**src/rtl/bme280_i2c_slave_pkg.sv**
```systemverilog
// Shared definitions for the BME280 I2C target stand-in.
// Holds the FSM state encoding, the R/W bit values and the default
// 7-bit target address (BME280 with SDO tied low).
package bme280_i2c_slave_pkg;

  typedef enum logic [3:0] {
    ST_IDLE,    // wait for START
    ST_ADDR,    // shifting address + R/W
    ST_ACK_A,   // driving address ACK
    ST_PTR,     // shifting register pointer
    ST_ACK_P,   // driving pointer ACK
    ST_WDATA,   // shifting write data
    ST_ACK_W,   // driving write-data ACK
    ST_RDATA,   // driving read data
    ST_RACK,    // SDA released, sampling master ACK/NACK
    ST_IGNORE   // not addressed / done, wait for START or STOP
  } state_e;

  localparam logic I2C_WR = 1'b0;
  localparam logic I2C_RD = 1'b1;

  localparam logic [6:0] BME280_ADDR = 7'h76;

endpackage

```
**src/rtl/bme280_i2c_slave_bus_monitor.sv**
```systemverilog
// I2C line conditioner: synchronizes SCL/SDA pads and produces single-cycle
// event pulses.
// Ports:
//   clk_i, rst_i        system clock, synchronous active-high reset
//   scl_i, sda_i        raw pad levels
//   sda_o               synchronized SDA level (for bit sampling)
//   scl_rise_o/fall_o   SCL edge pulses
//   start_o, stop_o     START / STOP condition pulses
module bme280_i2c_slave_bus_monitor #(
  parameter int SYNC_STAGES = 2
) (
  input  logic clk_i,
  input  logic rst_i,
  input  logic scl_i,
  input  logic sda_i,
  output logic sda_o,
  output logic scl_rise_o,
  output logic scl_fall_o,
  output logic start_o,
  output logic stop_o
);

  logic [SYNC_STAGES-1:0] scl_sync_q, sda_sync_q;
  logic                   scl_prev_q, sda_prev_q;
  logic                   scl_s, sda_s;

  assign scl_s = scl_sync_q[SYNC_STAGES-1];
  assign sda_s = sda_sync_q[SYNC_STAGES-1];

  // Idle bus is high on both lines; reset to that so no false edges appear.
  always_ff @(posedge clk_i) begin
    if (rst_i) begin
      scl_sync_q <= '1;
      sda_sync_q <= '1;
      scl_prev_q <= 1'b1;
      sda_prev_q <= 1'b1;
    end else begin
      scl_sync_q <= {scl_sync_q[SYNC_STAGES-2:0], scl_i};
      sda_sync_q <= {sda_sync_q[SYNC_STAGES-2:0], sda_i};
      scl_prev_q <= scl_s;
      sda_prev_q <= sda_s;
    end
  end

  assign sda_o      = sda_s;
  assign scl_rise_o = scl_s & ~scl_prev_q;
  assign scl_fall_o = ~scl_s & scl_prev_q;
  // SCL must be high on both sides of the SDA edge to count as START/STOP.
  assign start_o    = sda_prev_q & ~sda_s & scl_s & scl_prev_q;
  assign stop_o     = ~sda_prev_q & sda_s & scl_s & scl_prev_q;

endmodule

```
**src/rtl/bme280_i2c_slave.sv**
```systemverilog
// BME280 I2C target: address match, register pointer with auto-increment,
// byte reads/writes through an external register-file port.
// Ports:
//   clk_i, rst_i           system clock (>=10x SCL), sync active-high reset
//   scl_pad_i, sda_pad_i   pad levels (SCL is never driven)
//   sda_pad_o              constant 0 (open drain)
//   sda_pad_en_o           0 pulls SDA low, 1 releases it
//   reg_addr_o             register pointer
//   reg_wr_o, reg_wdata_o  one-cycle write strobe and data
//   reg_rd_o, reg_rdata_i  one-cycle read strobe; rdata captured that cycle
//   busy_o                 addressed transaction in progress
module bme280_i2c_slave
  import bme280_i2c_slave_pkg::*;
#(
  parameter logic [6:0] ADDR        = BME280_ADDR,
  parameter int         SYNC_STAGES = 2
) (
  input  logic       clk_i,
  input  logic       rst_i,
  input  logic       scl_pad_i,
  input  logic       sda_pad_i,
  output logic       sda_pad_o,
  output logic       sda_pad_en_o,
  output logic [7:0] reg_addr_o,
  output logic       reg_wr_o,
  output logic [7:0] reg_wdata_o,
  output logic       reg_rd_o,
  input  logic [7:0] reg_rdata_i,
  output logic       busy_o
);

  logic sda_s, scl_rise, scl_fall, start_det, stop_det;

  bme280_i2c_slave_bus_monitor #(.SYNC_STAGES(SYNC_STAGES)) u_mon (
    .clk_i      (clk_i),
    .rst_i      (rst_i),
    .scl_i      (scl_pad_i),
    .sda_i      (sda_pad_i),
    .sda_o      (sda_s),
    .scl_rise_o (scl_rise),
    .scl_fall_o (scl_fall),
    .start_o    (start_det),
    .stop_o     (stop_det)
  );

  state_e     state_q, state_d;
  logic [3:0] cnt_q, cnt_d;
  logic [7:0] shift_q, shift_d;
  logic       rw_q, rw_d;
  logic       sda_en_q, sda_en_d;
  logic [7:0] addr_q, addr_d;
  logic       wr_q, wr_d;
  logic [7:0] wdata_q, wdata_d;
  logic       rd_q, rd_d;
  logic       busy_q, busy_d;

  always_ff @(posedge clk_i) begin
    if (rst_i) begin
      state_q  <= ST_IDLE;
      cnt_q    <= '0;
      shift_q  <= '0;
      rw_q     <= 1'b0;
      sda_en_q <= 1'b1;
      addr_q   <= '0;
      wr_q     <= 1'b0;
      wdata_q  <= '0;
      rd_q     <= 1'b0;
      busy_q   <= 1'b0;
    end else begin
      state_q  <= state_d;
      cnt_q    <= cnt_d;
      shift_q  <= shift_d;
      rw_q     <= rw_d;
      sda_en_q <= sda_en_d;
      addr_q   <= addr_d;
      wr_q     <= wr_d;
      wdata_q  <= wdata_d;
      rd_q     <= rd_d;
      busy_q   <= busy_d;
    end
  end

  always_comb begin
    state_d  = state_q;
    cnt_d    = cnt_q;
    shift_d  = shift_q;
    rw_d     = rw_q;
    sda_en_d = sda_en_q;
    addr_d   = addr_q;
    wr_d     = 1'b0;
    wdata_d  = wdata_q;
    rd_d     = 1'b0;
    busy_d   = busy_q;

    // The read strobe cycle is the one where reg_rdata_i is valid for the
    // (possibly just incremented) pointer; take it into the shifter here.
    if (rd_q) shift_d = reg_rdata_i;

    if (start_det) begin
      state_d  = ST_ADDR;
      cnt_d    = '0;
      sda_en_d = 1'b1;
    end else if (stop_det) begin
      state_d  = ST_IDLE;
      sda_en_d = 1'b1;
      busy_d   = 1'b0;
    end else begin
      unique case (state_q)
        ST_IDLE, ST_IGNORE: ;
        // ADDR/PTR/WDATA: the SCL fall right after START arrives with
        // cnt_q==0, so only the fall after the 8th bit acts.
        ST_ADDR: begin
          if (scl_rise) begin
            shift_d = {shift_q[6:0], sda_s};
            cnt_d   = cnt_q + 4'd1;
          end else if (scl_fall && cnt_q == 4'd8) begin
            if (shift_q[7:1] == ADDR && shift_q[7:1] != 7'h00) begin
              state_d  = ST_ACK_A;
              sda_en_d = 1'b0;
              busy_d   = 1'b1;
              rw_d     = shift_q[0];
            end else begin
              state_d = ST_IGNORE;
              busy_d  = 1'b0;
            end
          end
        end
        ST_ACK_A: begin
          // Fetch the first read byte on the ACK clock so it is ready
          // well before the first data bit is driven.
          if (scl_rise && rw_q == I2C_RD) begin
            rd_d = 1'b1;
          end else if (scl_fall) begin
            cnt_d = '0;
            if (rw_q == I2C_RD) begin
              state_d  = ST_RDATA;
              sda_en_d = shift_q[7];
              shift_d  = {shift_q[6:0], 1'b0};
            end else begin
              state_d  = ST_PTR;
              sda_en_d = 1'b1;
            end
          end
        end
        ST_PTR: begin
          if (scl_rise) begin
            shift_d = {shift_q[6:0], sda_s};
            cnt_d   = cnt_q + 4'd1;
          end else if (scl_fall && cnt_q == 4'd8) begin
            addr_d   = shift_q;
            sda_en_d = 1'b0;
            state_d  = ST_ACK_P;
          end
        end
        ST_ACK_P: begin
          if (scl_fall) begin
            sda_en_d = 1'b1;
            cnt_d    = '0;
            state_d  = ST_WDATA;
          end
        end
        ST_WDATA: begin
          if (scl_rise) begin
            shift_d = {shift_q[6:0], sda_s};
            cnt_d   = cnt_q + 4'd1;
            if (cnt_q == 4'd7) begin
              wr_d    = 1'b1;
              wdata_d = {shift_q[6:0], sda_s};
            end
          end else if (scl_fall && cnt_q == 4'd8) begin
            sda_en_d = 1'b0;
            state_d  = ST_ACK_W;
          end
        end
        ST_ACK_W: begin
          if (scl_fall) begin
            sda_en_d = 1'b1;
            cnt_d    = '0;
            addr_d   = addr_q + 8'd1;
            state_d  = ST_WDATA;
          end
        end
        ST_RDATA: begin
          if (scl_rise) begin
            cnt_d = cnt_q + 4'd1;
          end else if (scl_fall) begin
            if (cnt_q == 4'd8) begin
              sda_en_d = 1'b1;
              state_d  = ST_RACK;
            end else begin
              sda_en_d = shift_q[7];
              shift_d  = {shift_q[6:0], 1'b0};
            end
          end
        end
        ST_RACK: begin
          if (scl_rise) begin
            if (!sda_s) begin
              addr_d = addr_q + 8'd1;
              rd_d   = 1'b1;
            end else begin
              state_d = ST_IGNORE;
              busy_d  = 1'b0;
            end
          end else if (scl_fall) begin
            // Still here on the fall means the master ACKed.
            state_d  = ST_RDATA;
            cnt_d    = '0;
            sda_en_d = shift_q[7];
            shift_d  = {shift_q[6:0], 1'b0};
          end
        end
        default: state_d = ST_IDLE;
      endcase
    end
  end

  assign sda_pad_o    = 1'b0;
  assign sda_pad_en_o = sda_en_q;
  assign reg_addr_o   = addr_q;
  assign reg_wr_o     = wr_q;
  assign reg_wdata_o  = wdata_q;
  assign reg_rd_o     = rd_q;
  assign busy_o       = busy_q;

endmodule

```
**config.mk**
```make
export PLATFORM = sky130hd
export DESIGN_NAME = bme280_i2c_slave
export DESIGN_NICKNAME = d
export VERILOG_FILES = /design/src/rtl/bme280_i2c_slave_pkg.sv /design/src/rtl/bme280_i2c_slave_bus_monitor.sv /design/src/rtl/bme280_i2c_slave.sv
export SDC_FILE = /design/constraint.sdc
export NUM_CORES = 1
export LEC_CHECK = 0
export CORE_MARGIN = 5
export CORE_UTILIZATION = 45
export CTS_BUF_LIST = sky130_fd_sc_hd__clkbuf_4 sky130_fd_sc_hd__clkbuf_8 sky130_fd_sc_hd__clkbuf_16
export CTS_CLUSTER_SIZE = 28
export DETAILED_ROUTE_END_ITERATION = 10
export DONT_BUFFER_PORTS = 1
export SYNTH_ARGS = -nofsm -noshare
export SYNTH_HDL_FRONTEND = slang
export SYNTH_HIERARCHICAL = 1
export SYNTH_SLANG_ARGS = --single-unit
```
**constraint.sdc**
```tcl
create_clock -name clk_i -period 2.3 [get_ports clk_i]
set_clock_uncertainty 0.2 [all_clocks]
set_input_delay 0.46 -clock clk_i [delete_from_list [all_inputs] [get_ports clk_i]]
set_output_delay 0.46 -clock clk_i [all_outputs]
set_load 0.02 [all_outputs]
```
==> results of run 1 <==
-- worst min-delay path by stage --
stage	depth (start not counted)	endpoint	from
detailed placement	1	u_mon/sda_sync_q[1]$_SDFF_PP1_	u_mon/sda_sync_q[0]$_SDFF_PP1_
global route	1	reg_wdata_o[5]$_SDFFE_PP0P_	rst_i
floorplan	1	u_mon/scl_sync_q[1]$_SDFF_PP1_	u_mon/scl_sync_q[0]$_SDFF_PP1_
global placement	1	u_mon/sda_sync_q[1]$_SDFF_PP1_	u_mon/sda_sync_q[0]$_SDFF_PP1_
CTS	1	reg_addr_o[3]$_SDFFE_PP0P_	rst_i
finish	1	reg_wdata_o[1]$_SDFFE_PP0P_	rst_i
-- power by group --
| group | total (mW) | leakage, nW | switching, mW | internal (mW) |
|---|---|---|---|---|
| Sequential | 0.768 | 0.351 | 0.0153 | 0.752 |
| Clock | 0.586 | 0.0502 | 0.268 | 0.318 |
| Combinational | 0.174 | 0.790 | 0.0936 | 0.0803 |
-- per-layer routing --
layer	vias to the layer above	GRT usage, %	wire length, um
met3	10	3.107	366
li1	1139	-	-
met1	1107	23.62	3039
met2	77	28.53	3172
met4	0	4.173	82
met5	-	0	0
-- cells by family (layout without fill, tap and decap cells) --
group / after synthesis / after routing
and+or+nand+nor: 132 / 132
buffers and inverters: 22 / 50
AOI/OAI and AO/OA: 68 / 68
muxes: 28 / 28
adders and majority gates: 3 / 3
DFF: 43 / 43
other: 1 / 1
-- repair_timing --
item,CTS,global route
buffers inserted,0,6
pin swaps,0,6
setup endpoints to repair,1,32
resized for setup,1,36
hold buffers,0,0
gates cloned,0,0
-- flip-flops by register name, indices dropped and copies added, names as in the netlist --
name	flops
reg_rd_o	1
u_mon/sda_prev_q	1
u_mon/sda_sync_q	2
reg_wdata_o	8
reg_wr_o	1
reg_addr_o	8
busy_o	1
cnt_q	4
sda_pad_en_o	1
state_q	4
rw_q	1
shift_q	8
u_mon/scl_prev_q	1
u_mon/scl_sync_q	2
-- synth_stat cells, types with 3 or more instances --
cell type                  instances
sky130_fd_sc_hd__or3_1             3
sky130_fd_sc_hd__and4b_1           6
sky130_fd_sc_hd__a21oi_1          17
sky130_fd_sc_hd__nand3_1           6
sky130_fd_sc_hd__nand2b_1          8
sky130_fd_sc_hd__a21o_1            5
sky130_fd_sc_hd__o21a_1            3
sky130_fd_sc_hd__clkbuf_1         10
sky130_fd_sc_hd__inv_1             4
sky130_fd_sc_hd__and3_1            3
sky130_fd_sc_hd__mux2i_1          19
sky130_fd_sc_hd__nand2_1          16
sky130_fd_sc_hd__and3b_1           3
sky130_fd_sc_hd__mux2_2            9
sky130_fd_sc_hd__o21ai_0          16
sky130_fd_sc_hd__nor3_1            7
sky130_fd_sc_hd__nand3b_1          7
sky130_fd_sc_hd__or2_1             6
sky130_fd_sc_hd__nor2b_1          14
sky130_fd_sc_hd__buf_2             7
sky130_fd_sc_hd__o211ai_1          3
sky130_fd_sc_hd__nand4_1           3
sky130_fd_sc_hd__nor2_1           35
sky130_fd_sc_hd__ha_1              3
sky130_fd_sc_hd__dfxtp_1          43
sky130_fd_sc_hd__and2_1            4
-- layout make-up --
type / count / area [um^2]
tap: 72 / 90.09
inverter: 4 / 15.01
fill: 505 / 2445
timing repair buffer: 39 / 301.5
sequential: 43 / 875.8
multi-input combinational: 232 / 1673
clock inverter: 2 / 37.54
clock buffer: 5 / 68.82
==> impl_metrics.json, run 1 <==
{
  "grt_antenna_before_repair": 0,
  "synthSimpleGateAreaFrac_pct": 30.52,
  "synth_adder_area_share_pct": 1.479,
  "synth_enable_flop_cells": 0,
  "hold_slack_ns": 0.02568,
  "initial_utilization_pct": 46.08,
  "slew_at_the_pin_closest_to_its_max_slew_limit_ns": 0.5485,
  "cap_viol_max_count": 0,
  "power.total_mw": 1.528,
  "wire_length_of_the_first_global_routing_pass_mm": 10.41,
  "dieWidth_um": 85.09,
  "placed_area_um2": 2798,
  "worst_slack_ns": -0.03255,
  "preCtsSetupSlack_ns": 0.005456,
  "global_route.usage.total_pct": 17.38,
  "viasPerCell": 5.877,
  "clock_path_buffers": 2,
  "yosysTopAreaCellShare_pct": 33.93,
  "route.detailed.wl_per_inst_um": 16.77,
  "critical_path_depth": 8,
  "htree_levels": 2,
  "timing.reg2reg.setup_slack_ns": -0.03,
  "outcome": "complete, but fails checks",
  "filler_free_cell_count_of_the_finished_design": 397,
  "worst_setup_path_startpoint": "u_mon/scl_sync_q[1]$_SDFF_PP1_",
  "worst_setup_path_start_kind": "register",
  "synth_top_cell_by_area": "sky130_fd_sc_hd__dfxtp_1",
  "core-area_um2": 5507,
  "setup_tns_ns": -0.1997,
  "cts.sink_count": 43,
  "worst_hold_path_type": "in2reg",
  "sequential_area_share_after_synthesis_pct": 33.93,
  "dr.first_iter.drc_count": 244,
  "final-max-slew-violation-count": 0,
  "clkLatencyLatePin_ns": 0.30,
  "io_pins": 33,
  "rr_worst_depth": 8,
  "final-setup-viol-count": 7,
  "dp_hpwl_mm": 4.700,
  "drc_errors": 0,
  "drt_wl_total_mm": 6.659,
  "synth.ff_latch_count": 43,
  "critPathMostFrequentCell": "sky130_fd_sc_hd__buf_6",
  "final_util_pct": 55.60,
  "power.density_cell_area_nw_per_um2": 499.0,
  "flow.area_growth_from_synthesis_pct": 20.66,
  "grt_pass1_vias": 2089,
  "finalCritPeriodShare_pct": 101.4,
  "synth_top_cells_by_area": "sky130_fd_sc_hd__dfxtp_1, sky130_fd_sc_hd__mux2i_1, sky130_fd_sc_hd__nor2_1, sky130_fd_sc_hd__mux2_2, sky130_fd_sc_hd__nor2b_1",
  "synth_nets": 312,
  "cts_buffers": 5,
  "design.die.area_um2": 7240,
  "core.rowCount": 27,
  "rsz_0062_raised_after_global_routing": "yes",
  "achievable-frequency_mhz": 428.7,
  "synth_mux_area_share_pct": 11.49,
  "dr.pass1.iters": 4,
  "synthArstFlopShare_pct": 0,
  "cts_tree": "built",
  "synthesis.area_per_instance_um2": 8.544,
  "crit_type": "reg2reg",
  "power_leakage_nw": 1.191,
  "cp_slowest_cell": "sky130_fd_sc_hd__dfxtp_4",
  "failed_checks": "setup timing",
  "synth_compound_gate_area_share_pct": 18.69,
  "vdd_ir_drop_max_v": 0.0003217,
  "pin_count_of_the_biggest_net_entering_global_routing": 49,
  "hold_viol_final": 0,
  "fin_crit_ns": 2.333,
  "final_layout_size_suffix_gt1_share_pct": 25.23,
  "chain_of_cells_forming_the_critical_path": "nor2b_4 > buf_6 > nand3b_1 > a32oi_1 > o211ai_1 > nor4_4 > buf_6 > mux2_4",
  "cts.reportedPaths.clkPinSlew_ns": 0.09,
  "max_stage_delay_ns": 0.37,
  "placement.io_buffers": 0,
  "crit_buf_inv": 2,
  "r2r_start": "u_mon/scl_sync_q[1]$_SDFF_PP1_",
  "dp.cells": 384,
  "ant_nets": 0,
  "postSynth.topFlopCell": "sky130_fd_sc_hd__dfxtp_1",
  "yosys_warnings": 6,
  "globalRouteOverflowTotal": 0,
  "timing.critical_path.to": "shift_q[7]$_SDFF_PP0_",
  "routabilityCongestion": 0.8729,
  "detailroute.via_count": 2333,
  "antenna_cells_inserted": 0,
  "main_combinational_cell_family_by_area_after_synthesis": "simple AND/OR/NAND/NOR gates",
  "design_area_um2": 3062,
  "synth.distinct_cells": 56,
  "post_synth_inst_count": 297,
  "cp.arrival_ns": 2.32,
  "cpLargestDelayFamily": "simple AND/OR/NAND/NOR gates",
  "die_h_um": 85.09,
  "clock_tree.root_cell": "sky130_fd_sc_hd__clkbuf_8",
  "end_kind": "register",
  "slew-limit-headroom_pct": 62.97,
  "most_frequent_cells_in_the_layout": "sky130_fd_sc_hd__nor2_1, sky130_fd_sc_hd__dfxtp_1, sky130_fd_sc_hd__buf_4",
  "synth_xor_xnor_area_share_pct": 0,
  "final_net_count": 340,
  "cp_max_fo": 8,
  "syn_area_um2": 2537,
  "cp_data_required_time_ns": 2.29,
  "capture_instance_of_the_worst_register_to_register_path": "shift_q[7]$_SDFF_PP0_"
}
Power figures use the tool's default switching activity.
==> run 2, diff against run 1 <==
--- a/config.mk
+++ b/config.mk
@@ -12,4 +12,5 @@
 export DETAILED_ROUTE_END_ITERATION = 10
 export DONT_BUFFER_PORTS = 1
+export REMOVE_ABC_BUFFERS = 1
 export SYNTH_ARGS = -nofsm -noshare
 export SYNTH_HDL_FRONTEND = slang
--- a/constraint.sdc
+++ b/constraint.sdc
@@ -3,3 +3,3 @@
 set_input_delay 0.46 -clock clk_i [delete_from_list [all_inputs] [get_ports clk_i]]
 set_output_delay 0.46 -clock clk_i [all_outputs]
-set_load 0.02 [all_outputs]
+set_load 0.01 [all_outputs]
==> run 2 against run 1 <==
  * The run now ends clean
  * Cell area fell by 3.4%
  * Critical path depth did not move
  * Critical path type unchanged
  * Sequential power hardly changed
  * Wire length is 4.1% lower
  * Non-clock buffer count is 4 lower
  * Critical endpoint is now shift_q[6]$_SDFF_PP0_
  * Fmax is 5.0% higher
  * Register-to-register slack better by 0.11 ns
  * Worst setup slack gained 0.11 ns
  * Hold slack got worse by 0.016 ns
  * Count of clock-buffer cells in the layout did not move
  * Highest routed layer unchanged
  * First-iteration DRC count fell by 54%
==> impl_metrics.json, run 2 (same netlist as run 1, synthesis figures left out) <==
{
  "cp_max_fo": 16,
  "wire_length_of_the_first_global_routing_pass_mm": 10.98,
  "route.detailed.wl_per_inst_um": 16.20,
  "outcome": "complete, no violations",
  "end_kind": "register",
  "final_layout_size_suffix_gt1_share_pct": 22.36,
  "combinationalPowerShare_pct": 11.2,
  "mostFrequentLayoutCell": "sky130_fd_sc_hd__dfxtp_1",
  "p_int_mw": 1.051,
  "finalCritPeriodShare_pct": 96.62,
  "die_h_um": 85.09,
  "power_leakage_nw": 1.135,
  "max_stage_delay_ns": 0.34,
  "cts.sink_count": 43,
  "power.density_cell_area_nw_per_um2": 493.1,
  "ant_nets": 0,
  "worst_setup_path_startpoint": "u_mon/scl_sync_q[1]$_SDFF_PP1_",
  "chain_of_cells_forming_the_critical_path": "nor2b_1 > buf_6 > nand3b_1 > a32oi_1 > o211ai_1 > nor4_4 > buf_6 > mux2_2",
  "pin_count_of_the_biggest_net_entering_global_routing": 49,
  "layout.filler_cells": 527,
  "core-area_um2": 5507,
  "rsz_0062_raised_after_global_routing": "no",
  "slew_at_the_pin_closest_to_its_max_slew_limit_ns": 0.5994,
  "htree_levels": 2,
  "io_pins": 33,
  "detailroute.via_count": 2239,
  "dr.first_iter.drc_count": 113,
  "flow.area_growth_from_synthesis_pct": 16.52,
  "dr.pass1.iters": 5,
  "design.die.area_um2": 7240,
  "antenna_cells_inserted": 0,
  "placement.io_buffers": 0,
  "dp_hpwl_mm": 4.584,
  "cap_viol_max_count": 0,
  "grt_antenna_before_repair": 0,
  "hold_viol_final": 0,
  "drt_wl_total_mm": 6.384,
  "cts_buffers": 5,
  "final-seq-area_um2": 870.8,
  "clkLatencyLatePin_ns": 0.31,
  "share_clk_of_total_power_pct": 36.2,
  "pwr-share-seq_pct": 52.6,
  "worst_hold_path_type": "in2reg",
  "initial_utilization_pct": 46.08,
  "final_net_count": 336,
  "core.rowCount": 27,
  "crit_type": "reg2reg",
  "hp-start": "rst_i",
  "cp_data_required_time_ns": 2.30,
  "cts_tree": "built",
  "final-setup-viol-count": 0,
  "cp_slowest_cell": "sky130_fd_sc_hd__dfxtp_2",
  "cts.reportedPaths.clkPinSlew_ns": 0.10,
  "slew-limit-headroom_pct": 59.99,
  "viasPerCell": 5.683,
  "grt_pass1_vias": 2270,
  "hold_slack_ns": 0.009638,
  "clock_path_buffers": 2,
  "clock_tree.root_cell": "sky130_fd_sc_hd__clkbuf_8",
  "worst_setup_path_start_kind": "register",
  "multiInputGateArea_um2": 1613,
  "most_frequent_cells_in_the_layout": "sky130_fd_sc_hd__dfxtp_1, sky130_fd_sc_hd__nor2_1, sky130_fd_sc_hd__buf_4",
  "global_route.usage.total_pct": 18.53,
  "power.switching_fraction_pct": 27.91,
  "dieWidth_um": 85.09,
  "net-switching-power_uw": 406.9,
  "drc_errors": 0,
  "final-max-slew-violation-count": 0,
  "fin_crit_ns": 2.222,
  "critPathMostFrequentCell": "sky130_fd_sc_hd__buf_6",
  "cp.arrival_ns": 2.23,
  "routabilityCongestion": 0.8912,
  "globalRouteOverflowTotal": 0,
  "r2r_start": "u_mon/scl_sync_q[1]$_SDFF_PP1_",
  "achievable-frequency_mhz": 450.0,
  "power.total_mw": 1.458,
  "vdd_ir_drop_max_v": 0.0004223
}
run 2: cell type report:
class,count,share of cell area (%)
Multi-Input combinational cell,232,54.55
Sequential cell,43,29.45
Timing Repair Buffer,35,9.226
Tap cell,72,3.047
Clock buffer,5,2.328
Clock inverter,3,0.8887
Inverter,4,0.5078
run 2: repair_timing:
action,in CTS,in global routing
setup endpoints to repair,0,23
endpoints found under the hold margin,0,11
setup buffers,0,3
resized for setup,0,19
hold buffers,0,1
run 2: power groups by stage:
stage | registers [mW] | clock network, mW | logic (mW)
3_3_place_gp | 0.783 | 0 | 0.150
5_1_grt | 0.769 | 0.575 | 0.180
4_1_cts | 0.766 | 0.549 | 0.149
6_report | 0.767 | 0.528 | 0.163
3_5_place_dp | 0.783 | 0 | 0.149
2_1_floorplan | 0.782 | 0 | 0.0926
run 2: stage by stage:
step | setup TNS (ns) | std cells | cell area [um^2] | worst slack (ns) | utilization (%)
finish | 0 | 394 | 2957 | 0.07771 | 53.69
detailed placement | 0 | 382 | 2780 | 0.04132 | 50.49
floorplan | -0.09714 | 279 | 2457 | -0.08146 | -
CTS | 0 | 390 | 2875 | 0.008499 | 52.22
global route | 0 | 394 | 2957 | 0.001754 | 53.69
global placement | 0 | 382 | 2780 | 0.03423 | 50.49
run 2: worst paths after layout:
| path | end | slack [ns] | cells past startpoint |
|---|---|---|---|
| worst max-delay path | shift_q[6]$_SDFF_PP0_ | 0.08 | 8 |
| worst min register to register | u_mon/sda_sync_q[1]$_SDFF_PP1_ | 0.21 | 1 |
| worst max register to register | shift_q[6]$_SDFF_PP0_ | 0.08 | 8 |
| worst min-delay path | reg_addr_o[3]$_SDFFE_PP0P_ | 0.01 | 1 |
run 2: critical path: cells and delay by family (launching register included):
kind	cells	cell delay, ns
buffers and inverters	2	0.31
AO/OA/AOI/OAI	2	0.39
multiplexers	1	0.33
flip-flops	1	0.34
AND/OR/NAND/NOR	3	0.55
run 2: routing by layer:
metal / up-vias / routed length [um] / GRT usage, %
met5: - / 0 / 0
met4: 0 / 134 / 7.482
met3: 10 / 281 / 5.049
met2: 33 / 3032 / 29.94
met1: 1064 / 2937 / 23.28
li1: 1132 / - / -
